==> config.mk <==
export PLATFORM = sky130hd
export DESIGN_NAME = except_commit_flat
export DESIGN_NICKNAME = d
export VERILOG_FILES = /design/src/rtl/except_commit_if.sv /design/src/rtl/except_commit.sv /design/src/flat_wrapper.sv
export SDC_FILE = /design/constraint.sdc
export NUM_CORES = 1
export LEC_CHECK = 0
export ABC_AREA = 1
export CAP_MARGIN = 20
export CORE_UTILIZATION = 46
export CTS_CLUSTER_SIZE = 16
export DETAILED_ROUTE_END_ITERATION = 6
export HOLD_SLACK_MARGIN = 0.15
export PLACE_DENSITY = 0.89
export SKIP_LAST_GASP = 1
export SLEW_MARGIN = 20
export SYNTH_ARGS = -nofsm -noshare
export SYNTH_HDL_FRONTEND = slang
export SYNTH_SLANG_ARGS = --single-unit
==> constraint.sdc <==
create_clock -name clk -period 7.15 [get_ports clk]
set_input_delay 1.0725 -clock clk [delete_from_list [all_inputs] [get_ports clk]]
set_output_delay 1.0725 -clock clk [all_outputs]
set_load 0.02 [all_outputs]
==> src/rtl/except_commit_if.sv <==
// Commit-stage bundle between the pipeline and the exception/CP0 commit block.
// Covers the commit info, the MTC0/MFC0 port, the flush handshake and the live CP0 views.
interface except_commit_if;
    logic        valid_i;
    logic [31:0] excepttype_i;
    logic [31:0] pc_i;
    logic        in_delayslot_i;
    logic [31:0] bad_vaddr_i;
    logic [5:0]  hw_int_i;
    logic        we_i;
    logic [4:0]  waddr_i;
    logic [31:0] wdata_i;
    logic [4:0]  raddr_i;
    logic [31:0] rdata_o;
    logic        flush_ack_i;
    logic        flush_o;
    logic [31:0] new_pc_o;
    logic [31:0] status_o;
    logic [31:0] cause_o;
    logic [31:0] epc_o;

    modport master (
        output valid_i, excepttype_i, pc_i, in_delayslot_i, bad_vaddr_i, hw_int_i,
        output we_i, waddr_i, wdata_i, raddr_i, flush_ack_i,
        input  rdata_o, flush_o, new_pc_o, status_o, cause_o, epc_o
    );

    modport slave (
        input  valid_i, excepttype_i, pc_i, in_delayslot_i, bad_vaddr_i, hw_int_i,
        input  we_i, waddr_i, wdata_i, raddr_i, flush_ack_i,
        output rdata_o, flush_o, new_pc_o, status_o, cause_o, epc_o
    );
endinterface

==> src/rtl/except_commit.sv <==
// Commit-side exception/interrupt arbiter: updates Status/Cause/EPC/BadVAddr and
// redirects the pipeline through a flush/new-PC handshake held until acknowledged.
module except_commit #(
    parameter logic [31:0] EXC_VECTOR = 32'hBFC00380
) (
    input  logic           clk,
    input  logic           rst,
    except_commit_if.slave bus
);
    localparam logic [0:0] ST_IDLE  = 1'b0;
    localparam logic [0:0] ST_FLUSH = 1'b1;

    localparam logic [4:0] REG_BADVADDR = 5'd8;
    localparam logic [4:0] REG_STATUS   = 5'd12;
    localparam logic [4:0] REG_CAUSE    = 5'd13;
    localparam logic [4:0] REG_EPC      = 5'd14;

    logic [0:0]  state_reg;
    logic [5:0]  sync1_reg, sync2_reg;
    logic [7:0]  im_reg;
    logic        exl_reg, ie_reg;
    logic        bd_reg;
    logic [1:0]  ip_sw_reg;
    logic [4:0]  exc_code_reg;
    logic [31:0] epc_reg, badvaddr_reg, new_pc_reg;

    logic [31:0] status_val, cause_val;
    logic [7:0]  ip_all;
    logic        int_pend;
    logic        take_exc, take_eret, addr_fault;
    logic [4:0]  exc_code_next;

    assign ip_all     = {sync2_reg, ip_sw_reg};
    assign int_pend   = ie_reg & ~exl_reg & |(ip_all & im_reg);
    assign status_val = {9'b0, 1'b1, 6'b0, im_reg, 6'b0, exl_reg, ie_reg};
    assign cause_val  = {bd_reg, 15'b0, ip_all, 1'b0, exc_code_reg, 2'b0};

    // Priority arbitration; ERET only redirects when nothing above it fires.
    always_comb begin
        take_exc      = 1'b0;
        take_eret     = 1'b0;
        addr_fault    = 1'b0;
        exc_code_next = 5'd0;
        if (state_reg == ST_IDLE && bus.valid_i) begin
            take_exc = 1'b1;
            if (int_pend)                    exc_code_next = 5'd0;
            else if (bus.excepttype_i[4])  begin exc_code_next = 5'd4;  addr_fault = 1'b1; end
            else if (bus.excepttype_i[9])    exc_code_next = 5'd10;
            else if (bus.excepttype_i[12])   exc_code_next = 5'd12;
            else if (bus.excepttype_i[8])    exc_code_next = 5'd8;
            else if (bus.excepttype_i[10])   exc_code_next = 5'd9;
            else if (bus.excepttype_i[5])  begin exc_code_next = 5'd5;  addr_fault = 1'b1; end
            else begin
                take_exc  = 1'b0;
                take_eret = bus.excepttype_i[13];
            end
        end
    end

    always_ff @(posedge clk or posedge rst) begin
        if (rst) begin
            state_reg    <= ST_IDLE;
            sync1_reg    <= 6'd0;
            sync2_reg    <= 6'd0;
            im_reg       <= 8'd0;
            exl_reg      <= 1'b0;
            ie_reg       <= 1'b0;
            bd_reg       <= 1'b0;
            ip_sw_reg    <= 2'd0;
            exc_code_reg <= 5'd0;
            epc_reg      <= 32'd0;
            badvaddr_reg <= 32'd0;
            new_pc_reg   <= 32'd0;
        end else begin
            sync1_reg <= bus.hw_int_i;
            sync2_reg <= sync1_reg;
            if (state_reg == ST_IDLE) begin
                if (take_exc) begin
                    state_reg    <= ST_FLUSH;
                    exc_code_reg <= exc_code_next;
                    exl_reg      <= 1'b1;
                    new_pc_reg   <= EXC_VECTOR;
                    // A nested exception keeps the original return point.
                    if (!exl_reg) begin
                        epc_reg <= bus.in_delayslot_i ? bus.pc_i - 32'd4 : bus.pc_i;
                        bd_reg  <= bus.in_delayslot_i;
                    end
                    if (addr_fault)
                        badvaddr_reg <= bus.bad_vaddr_i;
                end else if (take_eret) begin
                    state_reg  <= ST_FLUSH;
                    exl_reg    <= 1'b0;
                    new_pc_reg <= epc_reg;
                end else if (bus.we_i) begin
                    case (bus.waddr_i)
                        REG_STATUS: begin
                            im_reg  <= bus.wdata_i[15:8];
                            exl_reg <= bus.wdata_i[1];
                            ie_reg  <= bus.wdata_i[0];
                        end
                        REG_CAUSE: ip_sw_reg <= bus.wdata_i[9:8];
                        REG_EPC:   epc_reg   <= bus.wdata_i;
                        default: ;
                    endcase
                end
            end else if (bus.flush_ack_i) begin
                state_reg <= ST_IDLE;
            end
        end
    end

    always_comb begin
        case (bus.raddr_i)
            REG_BADVADDR: bus.rdata_o = badvaddr_reg;
            REG_STATUS:   bus.rdata_o = status_val;
            REG_CAUSE:    bus.rdata_o = cause_val;
            REG_EPC:      bus.rdata_o = epc_reg;
            default:      bus.rdata_o = 32'd0;
        endcase
    end

    assign bus.flush_o  = (state_reg == ST_FLUSH);
    assign bus.new_pc_o = new_pc_reg;
    assign bus.status_o = status_val;
    assign bus.cause_o  = cause_val;
    assign bus.epc_o    = epc_reg;
endmodule

==> src/flat_wrapper.sv <==
// flat-port wrapper written by rule: the top's interface ports become plain ports
module except_commit_flat 
#(
    parameter logic [31:0] EXC_VECTOR = 32'hBFC00380
)
  (clk, rst, bus_valid_i, bus_excepttype_i, bus_pc_i, bus_in_delayslot_i, bus_bad_vaddr_i, bus_hw_int_i, bus_we_i, bus_waddr_i, bus_wdata_i, bus_raddr_i, bus_flush_ack_i, bus_rdata_o, bus_flush_o, bus_new_pc_o, bus_status_o, bus_cause_o, bus_epc_o);
  except_commit_if bus_i ();
  input  logic clk;
  input  logic rst;
  input wire logic [$bits(bus_i.valid_i)-1:0] bus_valid_i;
  input wire logic [$bits(bus_i.excepttype_i)-1:0] bus_excepttype_i;
  input wire logic [$bits(bus_i.pc_i)-1:0] bus_pc_i;
  input wire logic [$bits(bus_i.in_delayslot_i)-1:0] bus_in_delayslot_i;
  input wire logic [$bits(bus_i.bad_vaddr_i)-1:0] bus_bad_vaddr_i;
  input wire logic [$bits(bus_i.hw_int_i)-1:0] bus_hw_int_i;
  input wire logic [$bits(bus_i.we_i)-1:0] bus_we_i;
  input wire logic [$bits(bus_i.waddr_i)-1:0] bus_waddr_i;
  input wire logic [$bits(bus_i.wdata_i)-1:0] bus_wdata_i;
  input wire logic [$bits(bus_i.raddr_i)-1:0] bus_raddr_i;
  input wire logic [$bits(bus_i.flush_ack_i)-1:0] bus_flush_ack_i;
  output wire logic [$bits(bus_i.rdata_o)-1:0] bus_rdata_o;
  output wire logic [$bits(bus_i.flush_o)-1:0] bus_flush_o;
  output wire logic [$bits(bus_i.new_pc_o)-1:0] bus_new_pc_o;
  output wire logic [$bits(bus_i.status_o)-1:0] bus_status_o;
  output wire logic [$bits(bus_i.cause_o)-1:0] bus_cause_o;
  output wire logic [$bits(bus_i.epc_o)-1:0] bus_epc_o;
  assign bus_i.valid_i = bus_valid_i;
  assign bus_i.excepttype_i = bus_excepttype_i;
  assign bus_i.pc_i = bus_pc_i;
  assign bus_i.in_delayslot_i = bus_in_delayslot_i;
  assign bus_i.bad_vaddr_i = bus_bad_vaddr_i;
  assign bus_i.hw_int_i = bus_hw_int_i;
  assign bus_i.we_i = bus_we_i;
  assign bus_i.waddr_i = bus_waddr_i;
  assign bus_i.wdata_i = bus_wdata_i;
  assign bus_i.raddr_i = bus_raddr_i;
  assign bus_i.flush_ack_i = bus_flush_ack_i;
  assign bus_rdata_o = bus_i.rdata_o;
  assign bus_flush_o = bus_i.flush_o;
  assign bus_new_pc_o = bus_i.new_pc_o;
  assign bus_status_o = bus_i.status_o;
  assign bus_cause_o = bus_i.cause_o;
  assign bus_epc_o = bus_i.epc_o;
  except_commit #(.EXC_VECTOR(EXC_VECTOR)) u_core (.clk(clk), .rst(rst), .bus(bus_i));
endmodule
# After elaboration in Yosys (flattened, before gate mapping)

Index checks and enable logic that the tools add are counted.

Output and inout bits: 161
Input port bits: 150
ROM bits: 0
Register bits after elaboration: 127
Word-level logic and storage cells: 92
Latch bits: 0
Memories kept: 0
Bits in writable memories: 0

Reductions and logical operators: 15
Bitwise logic cells: 7
Add/subtract/negate cells: 1
Shift operators: 0
$lt $le $gt $ge: 0
Div/mod/pow operators: 0
Eq/ne operators: 9
Multipliers: 0
Multiplexer cells: 48

Operators with widths:

| kind                                                | number |
|---|---|
| two-way mux 32 bit                                  | 8 |
| case mux 32 bit (4 select lines)                    | 1 |
| equality test 5 x 4 -> 1 bit, second input constant | 7 |
| two-way mux 5 bit                                   | 7 |
| subtractor 32 x 3 -> 32 bit, second input constant  | 1 |
| two-way mux 1 bit                                   | 31 |
| AND reduction 5 bit                                 | 3 |
| AND reduction 3 bit                                 | 3 |
| bitwise AND 8 bit                                   | 1 |
| OR reduction 8 bit                                  | 1 |
| nonzero test 2 bit                                  | 3 |
| nonzero test 3 bit                                  | 2 |
| inverter 1 bit                                      | 4 |
| AND reduction 2 bit                                 | 2 |
| two-way mux 3 bit                                   | 1 |
| bitwise AND 1 bit                                   | 2 |
| != test 2 x 1 -> 1 bit, second input constant       | 1 |
| != test 2 bit, second input constant                | 1 |
| logical AND 1 bit                                   | 1 |

# Depth between registers and ports, before layout

Gate-level depths: netlist of run 1.

Word-level depth: 11
Mapped depth: 14
Depth with buffers taken out: 13

# Worst setup path before layout of run 1

No wires, ideal clock.

Path kind: input to output
Start: input port bus_raddr_i[0]
End: output port bus_rdata_o[29]
Cell stages on the path: 4
Path buffers: 1
Slack: 3.967 ns
Required time: 6.077 ns
Data arrival time: 2.110 ns
Path through: nor2_1 > nand4_1 > clkbuf_1 > o21ai_0

Word-level cells in the longest chain between the ends: 2
Elaborated cells on any way between the ends: 5
Those cells by class: eq/ne: 4; mux: 1

Ends and longest elaborated chain:

| what                                 | line                 | source |
|---|---|---|
| from (decl)                          | flat_wrapper.sv:19   | `input wire logic [$bits(bus_i.raddr_i)-1:0] bus_raddr_i;` |
| equality test 5 x 4 -> 1 bit         | except_commit.sv:113 | `case (bus.raddr_i)` |
| case mux 32 bit (4 select lines) (*) | except_commit.sv:113 |  |
| to (decl)                            | flat_wrapper.sv:21   | `output wire logic [$bits(bus_i.rdata_o)-1:0] bus_rdata_o;` |

Every way passes the cells marked *; elsewhere a longest branch is shown, timed or not.

# Worst setup path after layout of run 1

Start: input port bus_excepttype_i[9]
End: register u_core.epc_reg[14], in the netlist u_core.bus.epc_o[14]

Word-level cells in the longest chain between the ends: 6
Elaborated cells on any way between the ends: 14
Those cells by class: eq/ne: 2; mux: 9; reduce/logical: 3

Ends and longest elaborated chain:

| what                                                  | line                 | source |
|---|---|---|
| from (decl)                                           | flat_wrapper.sv:11   | `input wire logic [$bits(bus_i.excepttype_i)-1:0] bus_excepttype_i;` |
| two-way mux 1 bit                                     | except_commit.sv:48  | `else if (bus.excepttype_i[9]) exc_code_next = 5'd10;` |
| two-way mux 1 bit                                     | except_commit.sv:47  | `else if (bus.excepttype_i[4]) begin exc_code_next = 5'd4; addr_fault = 1'b1; end` |
| two-way mux 1 bit                                     | except_commit.sv:46  | `if (int_pend) exc_code_next = 5'd0;` |
| two-way mux 1 bit                                     | except_commit.sv:44  | `if (state_reg == ST_IDLE && bus.valid_i) begin` |
| != test 2 bit (no line), or another cell as far along | n/a                  |  |
| AND reduction 5 bit (no line)                         | n/a                  |  |
| to (signal assigned)                                  | except_commit.sv:85  | `epc_reg <= bus.in_delayslot_i ? bus.pc_i - 32'd4 : bus.pc_i;` |
| to (signal assigned)                                  | except_commit.sv:102 | `REG_EPC: epc_reg <= bus.wdata_i;` |
| to (decl)                                             | except_commit.sv:25  | `logic [31:0] epc_reg, badvaddr_reg, new_pc_reg;` |

Parallel ways exist; a longest one is shown, timed or not.
A chain may end at the register's enable or synchronous reset.

==> results.md, run 1 <==
- Share of the synthesized area in the top cell type: 0.448
- Syn Area/Cell: 7.81 um^2
- Post-Route Skew: approximately 0.01 ns
- Post-synth EDFFs: 0
- Ys Warns: 0
- Post-Syn Instances: 900
- Worst Path Arrival: approximately 4.7 ns
- Clock power share: 0.280
- Fill cells: 1,174
- WP buf/inv: 2
- WL final: 23,300 um
- CTS tree: done
- Critical Path Source Type: primary input
- Num CTS Buffers: 17
- Multi-input logic area: approximately 0.0032 mm^2
- CTS clk-pin slew, worst paths: 0.05 ns
- Fmax: ~230 MHz
- Total global routing overflow: 0
- RSZ-0062 raised after global routing: no
- P_int: 1.82 mW
- Synth-to-Final Area Change: 40.4%
- First-pass GRT wire length: 36,200 um
- Worst-Margin Slew: 1.00 ns
- Slowest CP cell: nand2_2
- Crit Path Max Fanout: 63
- Vias: ~7,000
- Status: complete, but fails checks
- Setup_tns: 0 ns
- # diodes: 0
- Clock Path Buffers: 2
- Post-cts sizing count: 0
- Post-DRT Antenna Nets: 0
- Post-synth top area cell: dfrtp_1
- Starting Density: 0.478
- Final Cycle Share: 0.614
- Endpoints failing setup: 0
- Nets: 1,274
- VDD IR-drop max: 0.196 mV
- Worst slew margin relative to its limit: 0.329
- Data required, critical path: 7.50 ns
- Sink Count: 126
- Gp weighted congestion: 0.924
- Cts-stage hold buffer count: 0
- Violated checks: design-rule violations
- Synth unique cells: 37
- H-tree depth: 4
- Worst stage delay on the critical path: 0.55 ns
- Pin count of the biggest net entering global routing: 65
- Synth async-reset ratio: 1.00
- Most instantiated cells after synthesis: nand2_1, dfrtp_1, nor2_1
- Initial antenna violation count: 0
- Die Wd: 126 um
- Drt drc: 20
- Final Instance Area: 0.00988 mm^2
- 1st-iter DRT viols: 626
- Fin. max-slew vios: 0
- Post-Syn Area: 0.00703 mm^2
- Vias in the first global route: 6,506
- Leakage: 4.46 nW
- CP Class: in -> reg
- Die footprint: about 0.016 mm^2
- Io pins: 311
- DR vias/cell: about 5.3
- Largest cells by area after synthesis: dfrtp_1, nand2_1, nand3_1
- Sequential Area: 0.00315 mm^2
- Post-DP HPWL: approximately 18,000 um
- Wire per inst: about 18 um
- Register area share after synthesis: 0.448
- Pre-antenna DRT Iters: 7
- Critical path capture point type: flop
- Tmin final: roughly 4.4 ns
- Net Sw Frac: 0.354
- CP Cell Sequence: clkdlybuf4s50_1 -> nor2_1 -> nand2_1 -> nor3_2 -> nand2_2 -> nand2_4 -> nand2_4 -> inv_2 -> nand2_2 -> nand2_4 -> nand2_1 -> nand2_1
- Row cnt: 44
- Flop pwr share: 0.378
- Final Hold Vio Count: 0
- DP Area: 0.00935 mm^2
- CTS root buffer: clkbuf_16
- Class of the worst hold path: reg -> reg
- Chip Height: approximately 130 um
- Post-synth top flop: dfrtp_1
- Count leader, synth: nand2_1
- Largest delay share family, worst path: simple AND/OR/NAND/NOR gates
- Tot GR Track Use: 0.298
- Core area: 0.0147 mm^2
- Part of the power in combinational logic: 0.342
- Worst skew pair latency: 0.41 ns
- Post-synthesis register bit count: 126
- Max_cap viols: 0
- Layout cell share with drive strength beyond 1: 0.0690
- NetSw: around 1000 uW
- Cell Pwr Density: 286 mW/mm^2
- Port Buf Inserts: between 200 and 250
- Postcts setup bufs: 0
-- power by group through the flow --
stage | sequential (mW) | clock, mW | combinational (mW)
6_report | 1.07 | 0.790 | 0.966
5_1_grt | 1.08 | 0.824 | 1.03
4_1_cts | 1.06 | 0.791 | 0.967
3_5_place_dp | 1.06 | 0 | 0.960
3_3_place_gp | 1.05 | 0 | 0.941
2_1_floorplan | 1.16 | 0 | 0.369
-- final timing paths --
path | startpoint | end | slack [ns] | cells past startpoint
max | bus_excepttype_i[9] | u_core.bus.epc_o[14] | 2.76 | 12
min | u_core.sync1_reg[3] | u_core.sync2_reg[3] | 0.34 | 0
max reg2reg | u_core.sync2_reg[4] | u_core.bus.epc_o[14] | 3.36 | 12
min reg2reg | u_core.sync1_reg[3] | u_core.sync2_reg[3] | 0.34 | 0
max in group asynchronous | rst | u_core.bus.new_pc_o[2] | 4.69 | 3
min in group asynchronous | rst | u_core.badvaddr_reg[20] | 1.16 | 2
-- final cells by class --
class	count	share of cell area
timing repair buffer	247	0.250
sequential	126	0.319
multi-input combinational	651	0.324
inverter	80	0.0307
clock inverter	2	0.00355
clock buffer	24	0.0498
tap	184	0.0233
-- metal layers --
layer  track usage  share of wire  up-vias
li1              -              -     3278
met1         0.410           0.43     3324
met2         0.476           0.48      343
met3        0.0561          0.071       33
met4        0.0954          0.019        0
met5             0              0        -
-- per-stage QoR --
step	hold slack (ns)	cells	utilization	power, mW	setup WS, ns
floorplan	0.331	939	-	1.53	2.72
global placement	0.333	1288	0.636	2.00	2.47
detailed placement	0.335	1288	0.636	2.02	2.39
CTS	0.345	1314	0.672	2.82	2.82
global route	0.354	1314	0.672	2.94	2.41
finish	0.344	1314	0.672	2.82	2.76
-- cell families after synthesis --
logic type / share of synthesized area
buffers and inverters: 0.119
AND/OR/NAND/NOR: 0.274
multiplexers: 0.0512
XOR/XNOR: 0.0162
other: 0.00107
flip-flops: 0.448
AO/OA/AOI/OAI: 0.0891
adder cells (fa/ha/maj): 0.00178
-- cells in the final DEF, fill, tap and decap left out, types with 3 or more instances in the layout --
cell type / count
inv_2: 5
clkbuf_8: 4
clkbuf_1: 3
nand4_1: 10
nand2_1: 286
a31oi_1: 13
xnor2_1: 5
o31ai_1: 20
o211ai_1: 5
clkbuf_16: 17
inv_1: 73
nor2_1: 75
o21ai_1: 6
nand3_1: 72
nor2_2: 4
clkdlybuf4s50_1: 244
nand2_4: 3
dfrtp_1: 126
o21ai_0: 43
xor2_1: 8
mux2_2: 32
o2111ai_1: 9
conb_1: 41
buf_4: 3
nand2_2: 3
Power figures use the tool's default switching activity.
==> inputs of run 2 (changes only) <==
--- a/config.mk
+++ b/config.mk
@@ -7,11 +7,11 @@
 export LEC_CHECK = 0
 export ABC_AREA = 1
 export CAP_MARGIN = 20
-export CORE_UTILIZATION = 46
+export CORE_UTILIZATION = 39
 export CTS_CLUSTER_SIZE = 16
 export DETAILED_ROUTE_END_ITERATION = 6
 export HOLD_SLACK_MARGIN = 0.15
-export PLACE_DENSITY = 0.89
+export PLACE_DENSITY = 0.8
 export SKIP_LAST_GASP = 1
 export SLEW_MARGIN = 20
 export SYNTH_ARGS = -nofsm -noshare
==> constraint.sdc (replaced) <==
create_clock -name clk -period 3.7 [get_ports clk]
set_input_delay 0.555 -clock clk [delete_from_list [all_inputs] [get_ports clk]]
set_output_delay 0.555 -clock clk [all_outputs]
set_load 0.02 [all_outputs]
==> run 2 against run 1 <==
The flow now finishes without violations. Clock power increased by 100%. Die area is 18% higher. Non-clock buffer count grew 7. Combinational power is 93% higher. Power grew 96%. Hold slack improved by 0.0022 ns. Setup slack lost 2.3 ns. Count of clock-buffer cells in the layout down 2. Core utilization shrank 9.8 points. Sequential share of layout area down 0.51 points. Register-to-register slack worse by 2.3 ns. Critical endpoint is now bus_rdata_o[31]. Largest power group unchanged.
==> results.md, run 2 (synthesis results as in run 1) <==
- Final Hold Vio Count: 0
- Flop pwr share: 0.373
- Worst skew pair latency: around 0.4 ns
- DR vias/cell: roughly 5.0
- Worst slew margin relative to its limit: 0.463
- Critical Path Source Type: primary input
- Synth-to-Final Area Change: 42.7%
- Cts-stage hold buffer count: 0
- Layout cell share with drive strength beyond 1: 0.0779
- WHS Path Cells: 0
- Leakage: 4.50 nW
- Fmax: 311 MHz
- Tot GR Track Use: 0.251
- Post-cts sizing count: 0
- Vias in the first global route: roughly 6,400
- Starting Density: 0.402
- Wire per inst: between 15 and 20 um
- Net Sw Frac: 0.355
- # diodes: 0
- VDD IR-drop max: 0.269 mV
- Postcts setup bufs: 0
- Worst Path Arrival: 2.66 ns
- Critical path capture point type: primary output
- First-pass GRT wire length: about 35,000 um
- Core area: approximately 0.017 mm^2
- Setup_tns: 0 ns
- Nets: about 1,300
- Worst r2r path cells: 12
- Final non-filler cell total: 1,368
- NetSw: about 2.0 mW
- RSZ-0062 raised after global routing: no
- Final Instance Area: around 0.010 mm^2
- Post-DRT Antenna Nets: 0
- Num CTS Buffers: 17
- Endpoints failing setup: 0
- Crit Path Max Fanout: 12
- Clock power share: 0.290
- Total global routing overflow: 0
- Post-Route Skew: 0.0101 ns
- Cell Pwr Density: 551 mW/mm^2
- Most frequent cells in the layout: nand2_1, clkdlybuf4s50_1, dfrtp_1, nor2_1, inv_1
- Pre-CTS setup slack: 0.495 ns
- Chip Height: ~140 um
- Port Buf Inserts: 244
- Sink Count: 126
- Fill cells: 1,568
- Clock Path Buffers: 2
- Tmin final: 3.22 ns
- Drt drc: 0
- Part of the power in combinational logic: 0.336
- Row cnt: 48
- CTS tree: done
- DP Cell Count: between 1,000 and 1,500
- Minimum hold slack: 0.347 ns
- Pin count of the biggest net entering global routing: 59
- DP Area: 0.00947 mm^2
- Die Wd: ~140 um
- Status: finished, final reports clean
- Data required, critical path: 3.14 ns
- 1st-iter DRT viols: 570
- Initial antenna violation count: 0
- Vias: slightly below 7,000
- Fin. max-slew vios: 0
- Gp weighted congestion: 0.952
- Most common cell after layout, fill and taps aside: nand2_1
- Worst-Margin Slew: a little over 0.8 ns
- Max_cap viols: 0
- Die footprint: 0.0186 mm^2
- H-tree depth: 4
- Io pins: 311
- P_int: 3.56 mW
- CTS root buffer: clkbuf_16
- WL final: 22,900 um
- Class of the worst hold path: reg -> reg
- Post-DP HPWL: between 15,000 and 20,000 um
- CTS clk-pin slew, worst paths: 0.06 ns
- Final Cycle Share: 0.870
- Pre-antenna DRT Iters: 5
- CP Class: in -> out
- Setup slack after layout: 0.482 ns
## run 2: cell count changes in the layout (fill, tap and decap cells not counted)
cell	change
buf_12	+1
buf_4	+6
bufinv_16	+1
clkbuf_1	+1
clkbuf_8	-3
clkinv_2	+2
clkinv_4	+2
clkinvlp_4	+4
inv_4	-1
or2_1	+1
or2_2	-1
## run 2: cell type report
| type | instances | area (um^2) | area share |
|---|---|---|---|
| Multi-Input combinational cell | 651 | 3200 | 0.319 |
| Sequential cell | 126 | 3150 | 0.314 |
| Tap cell | 225 | 282 | 0.0280 |
| Clock buffer | 22 | 454 | 0.0453 |
| Clock inverter | 10 | 115 | 0.0115 |
| Inverter | 80 | 304 | 0.0303 |
| Timing Repair Buffer | 254 | 2530 | 0.252 |
## run 2: path summary, 6_finish.rpt
kind | start | endpoint | slack [ns]
worst max-delay path | bus_raddr_i[3] | bus_rdata_o[31] | 0.48
worst min-delay path | u_core.sync1_reg[4] | u_core.sync2_reg[4] | 0.35
worst max register to register | u_core.sync2_reg[4] | u_core.bus.epc_o[19] | 1.09
worst min register to register | u_core.sync1_reg[4] | u_core.sync2_reg[4] | 0.35
max in group asynchronous | rst | u_core.bus.new_pc_o[8] | 2.14
min in group asynchronous | rst | u_core.badvaddr_reg[19] | 0.62
## run 2: per-stage QoR
step           power (mW)  utilization
3_3_place_gp         3.89        0.542
2_1_floorplan        2.96            -
3_5_place_dp         3.93        0.542
4_1_cts              5.55        0.574
6_report             5.53        0.574
5_1_grt              5.80        0.574
## run 2: critical path, stage by stage
cell and delay (ns):
clkdlybuf4s50_1 0.48, inv_1 0.04, nor2_1 0.14, nand4_1 0.18
inv_1 0.37, nand2_1 0.13, o211ai_1 0.12, clkdlybuf4s50_1 0.65
## run 2: power by group through the flow
stage | logic [mW] | registers [mW] | clock network (mW)
final | 1.86 | 2.06 | 1.60
after floorplan | 0.713 | 2.25 | 0
after detailed placement | 1.86 | 2.07 | 0
after global routing | 2.00 | 2.10 | 1.69
after global placement | 1.83 | 2.06 | 0
after CTS | 1.87 | 2.05 | 1.63
## run 2: layer usage
layer / vias up / share of wire / GRT usage
met2: 287 / 0.46 / 0.392
li1: 3295 / - / -
met3: 34 / 0.067 / 0.0421
met5: - / 0 / 0
met1: 3183 / 0.45 / 0.350
met4: 0 / 0.022 / 0.0827
